<file path="src/rtl/pipelined_datapath_pkg.sv">
// Shared constants for the two-stage datapath: ALU operation codes and flag bit positions.
// Latency: none, declarations only.
// Backpressure: not applicable.
package pipelined_datapath_pkg;

    // ALU operation select, encoded as {funct3, bit30}
    localparam logic [3:0] FS_ADD  = 4'b0000;
    localparam logic [3:0] FS_SUB  = 4'b0001;
    localparam logic [3:0] FS_SLL  = 4'b0010;
    localparam logic [3:0] FS_SLT  = 4'b0100;
    localparam logic [3:0] FS_SLTU = 4'b0110;
    localparam logic [3:0] FS_XOR  = 4'b1000;
    localparam logic [3:0] FS_SRL  = 4'b1010;
    localparam logic [3:0] FS_SRA  = 4'b1011;
    localparam logic [3:0] FS_OR   = 4'b1100;
    localparam logic [3:0] FS_AND  = 4'b1110;

    // Bit positions inside the {Z,C,N,V} flag vector
    localparam int FLAG_Z = 3;
    localparam int FLAG_C = 2;
    localparam int FLAG_N = 1;
    localparam int FLAG_V = 0;

endpackage

</file>
<file path="src/rtl/pdp_regfile.sv">
// Architectural register file, NREG x XLEN, register 0 reads as zero.
// Latency: reads are combinational; a write is visible to reads the cycle after it is presented.
// Backpressure: none, the write port is accepted every cycle.
//
// Ports: clk/rst (sync active-high reset clears every register),
//        ra1_i/ra2_i -> rd1_o/rd2_o read ports, we_i/wa_i/wd_i write port.
module pdp_regfile #(
    parameter  int XLEN = 32,
    parameter  int NREG = 32,
    localparam int AW   = $clog2(NREG)
) (
    input  logic            clk,
    input  logic            rst,
    input  logic [AW-1:0]   ra1_i,
    input  logic [AW-1:0]   ra2_i,
    output logic [XLEN-1:0] rd1_o,
    output logic [XLEN-1:0] rd2_o,
    input  logic            we_i,
    input  logic [AW-1:0]   wa_i,
    input  logic [XLEN-1:0] wd_i
);

    logic [XLEN-1:0] regs_q [NREG];

    // Writes to register 0 are discarded so its storage always stays zero.
    always_ff @(posedge clk) begin
        if (rst) begin
            for (int i = 0; i < NREG; i++) begin
                regs_q[i] <= '0;
            end
        end else if (we_i && (wa_i != '0)) begin
            regs_q[wa_i] <= wd_i;
        end
    end

    assign rd1_o = (ra1_i == '0) ? '0 : regs_q[ra1_i];
    assign rd2_o = (ra2_i == '0) ? '0 : regs_q[ra2_i];

endmodule

</file>
<file path="src/rtl/pipelined_datapath.sv">
// Two-stage RV32-style datapath: EX (register read, forwarding, ALU) and WB (register write / load wait).
// Latency: ALU results are written 1 cycle after issue; loads are written in the cycle dmem_rvalid arrives.
// Backpressure: in_ready drops while a load waits in WB, and also on a WB register hazard when PDP_BYPASS_EN is undefined.
//
// Ports: clk/rst (sync active-high), in_valid/in_ready issue handshake, FS/use_imm/is_load/reg_we/imm/
//        rs1_addr/rs2_addr/rd_addr instruction fields, o_alu/zcnv/o_rs2 combinational EX results,
//        dmem_addr/dmem_req/dmem_rdata/dmem_rvalid load interface, wb_commit WB retire strobe.
// Build option: define PDP_BYPASS_EN to forward the committing WB value into EX instead of stalling.
module pipelined_datapath
    import pipelined_datapath_pkg::*;
#(
    parameter  int XLEN = 32,
    parameter  int NREG = 32,
    localparam int AW   = $clog2(NREG)
) (
    input  logic            clk,
    input  logic            rst,
    input  logic            in_valid,
    output logic            in_ready,
    input  logic [3:0]      FS,
    input  logic            use_imm,
    input  logic            is_load,
    input  logic            reg_we,
    input  logic [XLEN-1:0] imm,
    input  logic [AW-1:0]   rs1_addr,
    input  logic [AW-1:0]   rs2_addr,
    input  logic [AW-1:0]   rd_addr,
    output logic [XLEN-1:0] o_alu,
    output logic [3:0]      zcnv,
    output logic [XLEN-1:0] o_rs2,
    output logic [XLEN-1:0] dmem_addr,
    output logic            dmem_req,
    input  logic [XLEN-1:0] dmem_rdata,
    input  logic            dmem_rvalid,
    output logic            wb_commit
);

    localparam int SW = $clog2(XLEN);

    // WB pipe registers
    logic            wb_valid_q, wb_valid_d;
    logic            wb_is_load_q, wb_is_load_d;
    logic            wb_we_q, wb_we_d;
    logic [AW-1:0]   wb_rd_q, wb_rd_d;
    logic [XLEN-1:0] wb_alu_q, wb_alu_d;

    logic            commit;
    logic            rf_we;
    logic            fire;
    logic [XLEN-1:0] wb_wdata;
    logic [XLEN-1:0] rf_rd1, rf_rd2;
    logic [XLEN-1:0] op_a, op_b, rs2_val;
    logic [XLEN:0]   sum_ext;
    logic [XLEN-1:0] alu_r;
    logic            alu_c, alu_v;

    // ---------------- WB stage ----------------
    assign commit   = wb_valid_q & (~wb_is_load_q | dmem_rvalid);
    assign wb_wdata = wb_is_load_q ? dmem_rdata : wb_alu_q;
    assign rf_we    = commit & wb_we_q & (wb_rd_q != '0);

    pdp_regfile #(
        .XLEN (XLEN),
        .NREG (NREG)
    ) u_regfile (
        .clk   (clk),
        .rst   (rst),
        .ra1_i (rs1_addr),
        .ra2_i (rs2_addr),
        .rd1_o (rf_rd1),
        .rd2_o (rf_rd2),
        .we_i  (rf_we),
        .wa_i  (wb_rd_q),
        .wd_i  (wb_wdata)
    );

    // ---------------- operand selection and issue control ----------------
`ifdef PDP_BYPASS_EN
    // The value retiring this cycle is newer than the file contents; rf_we already
    // excludes rd==0, so a match here never aliases register 0.
    assign op_a     = (rf_we && (wb_rd_q == rs1_addr)) ? wb_wdata : rf_rd1;
    assign rs2_val  = (rf_we && (wb_rd_q == rs2_addr)) ? wb_wdata : rf_rd2;
    assign in_ready = ~wb_valid_q | commit;
`else
    logic hazard;

    // Without forwarding, any source that names the pending destination must wait
    // until the write has landed in the file. rs2 is checked even for immediate ops
    // because it may still be needed as store data.
    assign hazard   = wb_valid_q & wb_we_q & (wb_rd_q != '0) &
                      ((wb_rd_q == rs1_addr) | (wb_rd_q == rs2_addr));
    assign op_a     = rf_rd1;
    assign rs2_val  = rf_rd2;
    assign in_ready = (~wb_valid_q | commit) & ~hazard;
`endif

    assign op_b = use_imm ? imm : rs2_val;
    assign fire = in_valid & in_ready;

    // ---------------- ALU ----------------
    always_comb begin
        alu_r   = '0;
        alu_c   = 1'b0;
        alu_v   = 1'b0;
        sum_ext = '0;
        case (FS)
            FS_ADD: begin
                sum_ext = {1'b0, op_a} + {1'b0, op_b};
                alu_r   = sum_ext[XLEN-1:0];
                alu_c   = sum_ext[XLEN];
                alu_v   = (op_a[XLEN-1] == op_b[XLEN-1]) && (alu_r[XLEN-1] != op_a[XLEN-1]);
            end
            FS_SUB: begin
                // A + ~B + 1: the carry out is set exactly when no borrow occurs (A >= B unsigned)
                sum_ext = {1'b0, op_a} + {1'b0, ~op_b} + (XLEN+1)'(1);
                alu_r   = sum_ext[XLEN-1:0];
                alu_c   = sum_ext[XLEN];
                alu_v   = (op_a[XLEN-1] != op_b[XLEN-1]) && (alu_r[XLEN-1] != op_a[XLEN-1]);
            end
            FS_SLL:  alu_r = op_a << op_b[SW-1:0];
            FS_SLT:  alu_r = {{(XLEN-1){1'b0}}, ($signed(op_a) < $signed(op_b))};
            FS_SLTU: alu_r = {{(XLEN-1){1'b0}}, (op_a < op_b)};
            FS_XOR:  alu_r = op_a ^ op_b;
            FS_SRL:  alu_r = op_a >> op_b[SW-1:0];
            FS_SRA:  alu_r = $unsigned($signed(op_a) >>> op_b[SW-1:0]);
            FS_OR:   alu_r = op_a | op_b;
            FS_AND:  alu_r = op_a & op_b;
            default: alu_r = '0;
        endcase
    end

    always_comb begin
        zcnv         = '0;
        zcnv[FLAG_Z] = (alu_r == '0);
        zcnv[FLAG_C] = alu_c;
        zcnv[FLAG_N] = alu_r[XLEN-1];
        zcnv[FLAG_V] = alu_v;
    end

    assign o_alu = alu_r;
    assign o_rs2 = rs2_val;

    // ---------------- WB register update ----------------
    always_comb begin
        wb_valid_d   = wb_valid_q;
        wb_is_load_d = wb_is_load_q;
        wb_we_d      = wb_we_q;
        wb_rd_d      = wb_rd_q;
        wb_alu_d     = wb_alu_q;
        if (fire) begin
            wb_valid_d   = 1'b1;
            wb_is_load_d = is_load;
            wb_we_d      = reg_we;
            wb_rd_d      = rd_addr;
            wb_alu_d     = alu_r;
        end else if (commit) begin
            wb_valid_d   = 1'b0;
        end
    end

    always_ff @(posedge clk) begin
        if (rst) begin
            wb_valid_q   <= 1'b0;
            wb_is_load_q <= 1'b0;
            wb_we_q      <= 1'b0;
            wb_rd_q      <= '0;
            wb_alu_q     <= '0;
        end else begin
            wb_valid_q   <= wb_valid_d;
            wb_is_load_q <= wb_is_load_d;
            wb_we_q      <= wb_we_d;
            wb_rd_q      <= wb_rd_d;
            wb_alu_q     <= wb_alu_d;
        end
    end

    assign dmem_addr = wb_alu_q;
    assign dmem_req  = wb_valid_q & wb_is_load_q;
    assign wb_commit = commit;

endmodule

</file>
<file path="config.mk">
export PLATFORM = sky130hd
export DESIGN_NAME = pipelined_datapath
export DESIGN_NICKNAME = d
export VERILOG_FILES = /design/src/rtl/pipelined_datapath_pkg.sv /design/src/rtl/pdp_regfile.sv /design/src/rtl/pipelined_datapath.sv
export SDC_FILE = /design/constraint.sdc
export NUM_CORES = 2
export LEC_CHECK = 0
export ABC_CLOCK_PERIOD_IN_PS = 21100
export CAP_MARGIN = 30
export CORE_UTILIZATION = 29
export DETAILED_ROUTE_END_ITERATION = 16
export PLACE_DENSITY = 0.47
export SYNTH_ARGS = -nofsm -noshare
export SYNTH_HDL_FRONTEND = slang
export SYNTH_SLANG_ARGS = --single-unit
</file>
<file path="constraint.sdc">
create_clock -name clk -period 21.1 [get_ports clk]
set_input_delay 6.33 -clock clk [delete_from_list [all_inputs] [get_ports clk]]
set_output_delay 6.33 -clock clk [all_outputs]
set_load 0.005 [all_outputs]
</file>
# Yosys cells after proc, flatten, opt, wreduce, memory -nomap -nowiden
# Memory sizes are Yosys's and may differ from the RTL's.
# Cells that the tools add are included.
[word_totals]
reg_bits = 40
latchBits = 0
mem_bits_rw = 1024
rom_bits = 0
inputBits = 90
memories = 1
[classes]
n_addsub = 3
mul = 0
div_mod_pow = 0
n_lt_le_gt_ge = 2
eq_ne = 15
n_shift = 3
n_mux = 17
n_bitwise = 19
reduce_logical = 10
[mem_list]
columns = ["name", "words", "word_bits", "read_ports", "rd_clocked_by_memory_dff", "wr", "line", "rtl"]
rows = [
  ["u_regfile.regs_q", 32, 32, 2, 0, 32, "pdp_regfile.sv:23", "logic [XLEN-1:0] regs_q [NREG];"],
]
[ops]
columns = ["op", "n"]
rows = [
  ["one-hot mux 32 bit (10 select lines)", 1],
  ["two-way mux 32 bit", 5],
  ["adder 32 x 32 -> 33 bit", 2],
  ["< comparator 32 bit", 2],
  ["adder 33 x 1 -> 33 bit (second input constant)", 1],
  ["bitwise AND 32 bit", 1],
  ["zero test 32 bit", 1],
  ["inverter 32 bit", 1],
  ["OR 32 bit", 1],
  ["OR reduction 32 bit", 1],
  ["<< shifter 32 x 5 -> 32 bit", 1],
  ["right shift 32 x 5 -> 32 bit", 1],
  [">>> shifter 32 x 5 -> 32 bit", 1],
  ["XOR 32 bit", 1],
  ["equality test 4 bit (second input constant)", 5],
  ["equality test 5 bit", 2],
  ["zero test 5 bit", 2],
  ["bitwise AND 1 bit", 9],
  ["equality test 4 x 3 -> 1 bit (second input constant)", 2],
  ["two-way mux 1 bit", 8],
  ["two-way mux 5 bit", 1],
  ["nonzero test 5 bit", 1],
  ["equality test 4 x 1 -> 1 bit (second input constant)", 1],
  ["equality test 4 x 2 -> 1 bit (second input constant)", 1],
  ["other kinds (8)", 17],
]

# Depth between registers and ports, before layout
[logic_depth]
word_depth = 11
ltp_mapped = 31
ltp_nobuf = 22

# Modules after synthesis
# From an unflattened synthesis, not the netlist that was laid out.
[hier_totals]
hier_cells = 5076
area_unflattened_um2 = 65790.6
[by_module_without_submodules]
columns = ["mod", "instances", "cells_per_inst", "area_each_um2", "seq_area_each_um2"]
rows = [
  ["pdp_regfile", 1, 3502, 54253.3, 30749.5],
  ["pipelined_datapath", 1, 1574, 11537.3, 800.8],
]

# Worst setup path before layout
# No wires, ideal clock.
[synth_timing]
kind = "input-to-output"
from = "in rs2_addr[0]"
to = "out zcnv[3]"
arrival_time_ps = 12915
required_ps = 14770
slack_ps = 1855
stages = 26
path_cell_list = "buf_4 > buf_6 > buf_4 > clkbuf_1 > clkbuf_1 > buf_1 > mux4_2 > mux4_2 > mux2i_1 > nor2_1 > mux2_2 > ha_1 > clkbuf_1 > nor4_1 > nor3b_1 > a2111oi_0 > o41ai_1 > a31o_2 > a211oi_1 > nor2_1 > nor2_1 > nand3_1 > or4b_2 > nor4_1 > nand4_1 > nor3b_2"
[synth_via]
word_cells_on_any_way = 18
cone_classes = "3 x add/sub; 2 x order compare; 3 x shift; 3 x mux; 4 x bitwise; 2 x reduce/logical; 1 x memory"
[synth_lines]
columns = ["element", "line", "rtl"]
rows = [
  ["start: declaration", "pipelined_datapath.sv:26", "input logic [AW-1:0] rs2_addr,"],
  ["memory read (32 x 32 bit) or zero test 5 bit (tied branches)", "-", ""],
  ["two-way mux 32 bit *", "pdp_regfile.sv:37", "assign rd2_o = (ra2_i == '0) ? '0 : regs_q[ra2_i];"],
  ["net o_rs2[8]", "pipelined_datapath.sv:30", "output logic [XLEN-1:0] o_rs2,"],
  ["two-way mux 32 bit *", "pipelined_datapath.sv:97", "assign op_b = use_imm ? imm : rs2_val;"],
  ["< comparator 32 bit (on tied branches)", "pipelined_datapath.sv:122, pipelined_datapath.sv:121", ""],
  ["one-hot mux 32 bit (10 select lines) *", "pipelined_datapath.sv:106", "case (FS)"],
  ["net o_alu[0]", "pipelined_datapath.sv:28", "output logic [XLEN-1:0] o_alu,"],
  ["zero test 32 bit *", "pipelined_datapath.sv:134", "zcnv[FLAG_Z] = (alu_r == '0);"],
  ["end: declaration", "pipelined_datapath.sv:29", "output logic [3:0] zcnv,"],
]
# Mark *: on every way through the listed nets, which the timed path passes. The rest lies on a longest branch.

# Final worst setup path
[layout_timing]
from = "in rs2_addr[0]"
to = "out zcnv[3]"
[layout_via]
elab_chain_len = 8
word_cells_on_any_way = 18
cone_classes = "3 x add/sub; 2 x order compare; 3 x shift; 3 x mux; 4 x bitwise; 2 x reduce/logical; 1 x memory"
[layout_rtl]
columns = ["element", "line", "rtl"]
rows = [
  ["memory read (32 x 32 bit) or zero test 5 bit (tied branches)", "-", ""],
  ["two-way mux 32 bit *", "pdp_regfile.sv:37", ""],
  ["two-way mux 32 bit *", "pipelined_datapath.sv:97", ""],
  ["inverter 32 bit", "pipelined_datapath.sv:115", "sum_ext = {1'b0, op_a} + {1'b0, ~op_b} + (XLEN+1)'(1);"],
  ["adder 32 x 32 -> 33 bit", "pipelined_datapath.sv:115", ""],
  ["adder 33 x 1 -> 33 bit", "pipelined_datapath.sv:115", ""],
  ["one-hot mux 32 bit (10 select lines) *", "pipelined_datapath.sv:106", ""],
  ["zero test 32 bit *", "pipelined_datapath.sv:134", ""],
]
# Mark *: on every way between the ends. The rest lies on a longest branch, timed or not.

==> flow_metrics.env <==
export IMPL_synth_seq_area_share=0.491
export IMPL_syn_avg_cell_area_um2=12.1
export IMPL_dr_pass1_iters=6
export IMPL_ys_top_cells_by_area="edfxtp_1 48%, mux4_2 17%, nor2_1 7.4%"
export IMPL_worst_slew_pin_slew_ps=1060
export IMPL_antenna_found_initial=18
export IMPL_final_cells=8515
export IMPL_synthFlopType="edfxtp_1"
export IMPL_slew_viol_final=0
export IMPL_peakVddDrop_v=0.0000745
export IMPL_crit_family="compound AO/OA/AOI/OAI gates"
export IMPL_tns_ps=0
export IMPL_drt_initial_drc_count=7744
export IMPL_dpl_worst_slack_ps=564
export IMPL_p_per_area_mw_per_mm2=81.7
export IMPL_cts_htree_levels=3
export IMPL_cts_setup_buffers=0
export IMPL_yosysTopAreaCell="edfxtp_1"
export IMPL_area_delta_synth_final_pct=16.2
export IMPL_hold_buffers=0
export IMPL_crit_type="input pin to primary output"
export IMPL_die_y_um=473
export IMPL_leakage_nw=26.0
export IMPL_routedWlPerCell_um=38.1
export IMPL_post_route_drc_count=0
export IMPL_row_count=172
export IMPL_hold_violations=0
export IMPL_cts_buffer_depth=3
export IMPL_min_path_type="flip-flop to flip-flop"
export IMPL_path_clk_slew_ps=60
export IMPL_path_buf_inv=5
export IMPL_io_pins=193
export IMPL_nFillCells=21880
export IMPL_syn_cell_area_mm2=0.0642
export IMPL_dr_total_vias=51706
export IMPL_dp_hpwl_mm=214
export IMPL_clkLatencyLatePin_ps=800
export IMPL_period_minus_slack_ps=20780
export IMPL_routed_wl_mm=324
export IMPL_grt_pass1_wl_mm=439
export IMPL_clock_skew_ps=35.2
export IMPL_arrival_ps=14450
export IMPL_cts_buffers=119
export IMPL_grt_pass1_vias=49867
export IMPL_drive_gt1_frac=0.209
export IMPL_finalCritPeriodShare=0.985
export IMPL_worstSetupEndpointType="primary output"
export IMPL_die_w_um=473
export IMPL_path_cells="buf_8 > buf_4 > mux4_2 > a22o_1 > o31ai_1 > o41a_2 > inv_2 > ha_1 > nor2b_1 > o21ai_0 > nand3b_1 > a221oi_1 > o221ai_1 > a41oi_1 > o221ai_1 > nor4_1 > o2111ai_1 > a2111oi_0 > nand4_1 > nor3_1 > buf_4 > nand4_1 > nor3b_2 > clkdlybuf4s50_1"
export IMPL_fmax_mhz=48.1
export IMPL_io_buffer_count=192
export IMPL_cts_sinks=1064
export IMPL_rsz0062_at_grt="false"
export IMPL_yosysUniqueCellTypes=102
export IMPL_nNetsFinal=5646
export IMPL_critPathMaxFanout=58
export IMPL_async_reset_ff_frac=0
export IMPL_start_util=0.292
export IMPL_grt_start_max_net_pins=74
export IMPL_grt_usage=0.285
export IMPL_ys_ff_latch=1064
export IMPL_worst_slack_ps=322
export IMPL_outcome="complete, no violations"
export IMPL_coreArea_mm2=0.220
export IMPL_required_ps=14770
export IMPL_clockRootBuffer="clkbuf_16"
export IMPL_setup_viol=0
export IMPL_grt_overflow_total=0
export IMPL_synth_top_area_share=0.479
export IMPL_slew_headroom=0.277
export IMPL_cp_start_kind="input pin"
export IMPL_synth_cells=5313
export IMPL_synth_edf_count=1024
export IMPL_antenna_left=0
export IMPL_max_stage_delay_ps=920
export IMPL_dieArea_mm2=0.223
export IMPL_post_drt_via_cell_ratio=6.07
export IMPL_crit_path_top_delay_cell="a2111oi_0"
export IMPL_maxCapViolations=0
export IMPL_dp_cells=8289
export IMPL_cts_tree="built"
export IMPL_yosysWarnings=0
export IMPL_place_gp_congestion=1.05
export IMPL_ctsResizeCount=0
export IMPL_finalPower_mw=6.10
cell usage after synthesis, drive strengths merged, types with 27 or more instances:
library cell     n
dfxtp           40
clkbuf         345
o22ai           54
nand2          215
o21ai          105
ha              98
edfxtp        1024
a21oi          154
mux2            35
inv            112
a22oi           78
nand2b          49
a31oi           27
a221oi          29
buf            165
mux2i          349
nand3           56
mux4           498
nor3            73
a211oi          54
nor2          1268
state kept, by name (all words and copies together), names as in the netlist:
signal,count
wb_is_load_q,1
u_regfile.regs_q,1024
wb_valid_q,1
dmem_addr,32
wb_we_q,1
wb_rd_q,5
kinds of logic (layout without fill, tap and decap cells):
logic type                 after synthesis  in the layout  share of synthesized area
and+or+nand+nor                       1842           1842                      0.121
DFF                                   1064           1064                      0.491
AOI/OAI and AO/OA                      779            779                     0.0854
other                                    1             37                  0.0000584
muxes                                  882            882                      0.236
adders and majority gates              100            100                     0.0197
buffers and inverters                  624            832                     0.0433
xor gates and xnor gates                21             21                    0.00286
worst register-to-register path, stage by stage, from the launching register on:
cell and delay, ps:
edfxtp_1 390, mux4_2 490, mux4_2 490, mux2i_1 650, nor2_1 160, mux2_2 320
ha_1 430, a2111oi_0 600, nand4b_1 230, nand2_1 210, o311a_1 370, o211ai_1 240
a41oi_1 540, o21ai_0 310, a31o_2 360, or4_1 470, nand3_1 100, o22a_1 340
mux2i_1 130, nor2_1 100
placed cells by master, fill, tap and decap left out, types with 26 or more instances in the layout:
| master | synthesis | layout |
|---|---|---|
| nor2_1 | 1267 | 1263 |
| edfxtp_1 | 1024 | 1024 |
| mux4_2 | 479 | 479 |
| mux2i_1 | 348 | 316 |
| buf_4 | 28 | 280 |
| nand2_1 | 215 | 184 |
| clkdlybuf4s50_1 | 0 | 181 |
| a21oi_1 | 153 | 153 |
| clkbuf_16 | 0 | 120 |
| inv_1 | 103 | 102 |
| o21ai_0 | 100 | 100 |
| ha_1 | 98 | 98 |
| a22oi_1 | 76 | 76 |
| nor3_1 | 71 | 69 |
| nand3_1 | 56 | 56 |
| o22ai_1 | 54 | 54 |
| a211oi_1 | 53 | 53 |
| dfxtp_1 | 40 | 39 |
| clkinv_1 | 2 | 37 |
| mux2_2 | 35 | 35 |
| conb_1 | 1 | 32 |
| nand2_2 | 0 | 31 |
| nand2b_2 | 0 | 31 |
| mux2i_4 | 0 | 30 |
| a221oi_1 | 29 | 29 |
| a31oi_1 | 27 | 27 |
| buf_12 | 4 | 27 |
| clkbuf_1 | 345 | 26 |
area by class of cell:
| type | count | area [um2] | area share |
|---|---|---|---|
| clock inverters | 71 | 646 | 0.00865 |
| repair buffers | 501 | 4610 | 0.0617 |
| clock buffers | 146 | 3100 | 0.0415 |
| diodes | 5 | 12.5 | 0.000168 |
| well taps | 2958 | 3700 | 0.0496 |
| inverters | 114 | 428 | 0.00573 |
| flip-flops and latches | 1064 | 31600 | 0.423 |
| multi-input cells | 3656 | 30600 | 0.410 |
final timing paths:
kind                                              start                          to  slack, ps  cells past startpoint
setup / recovery                            rs2_addr[0]                     zcnv[3]        320                     24
hold / removal               dmem_addr[13]$_SDFFE_PP0P_  dmem_addr[13]$_SDFFE_PP0P_        540                      2
setup reg to reg  u_regfile.regs_q[19][8]$_SDFFCE_PN0P_  dmem_addr[31]$_SDFFE_PP0P_      14130                     19
hold reg to reg              dmem_addr[13]$_SDFFE_PP0P_  dmem_addr[13]$_SDFFE_PP0P_        540                      2
through the flow:
| step | utilization | hold slack, ps | area (um2) |
|---|---|---|---|
| after global placement | 0.321 | 529 | 70600 |
| after floorplan | - | 506 | 64300 |
| after detailed placement | 0.322 | 539 | 70900 |
| final | 0.339 | 544 | 74700 |
| after global routing | 0.339 | 586 | 74700 |
| after CTS | 0.339 | 546 | 74600 |
per-layer routing:
metal	share of wire	wire, um	global-route usage	up-vias
met5	0.00030	97	0	-
met4	0.057	18400	0.143	16
met3	0.097	31500	0.0564	722
met2	0.46	150000	0.458	3456
met1	0.38	125000	0.365	27028
li1	-	-	-	20484
power breakdown:
group | switching [mW] | leakage (nW) | internal (mW) | total (mW)
sequential | 0.0569 | 10.8 | 2.39 | 2.45
combinational | 1.02 | 13.3 | 0.546 | 1.57
clock | 0.932 | 1.82 | 1.15 | 2.08
No activity file was read; power rests on OpenSTA's default activity.
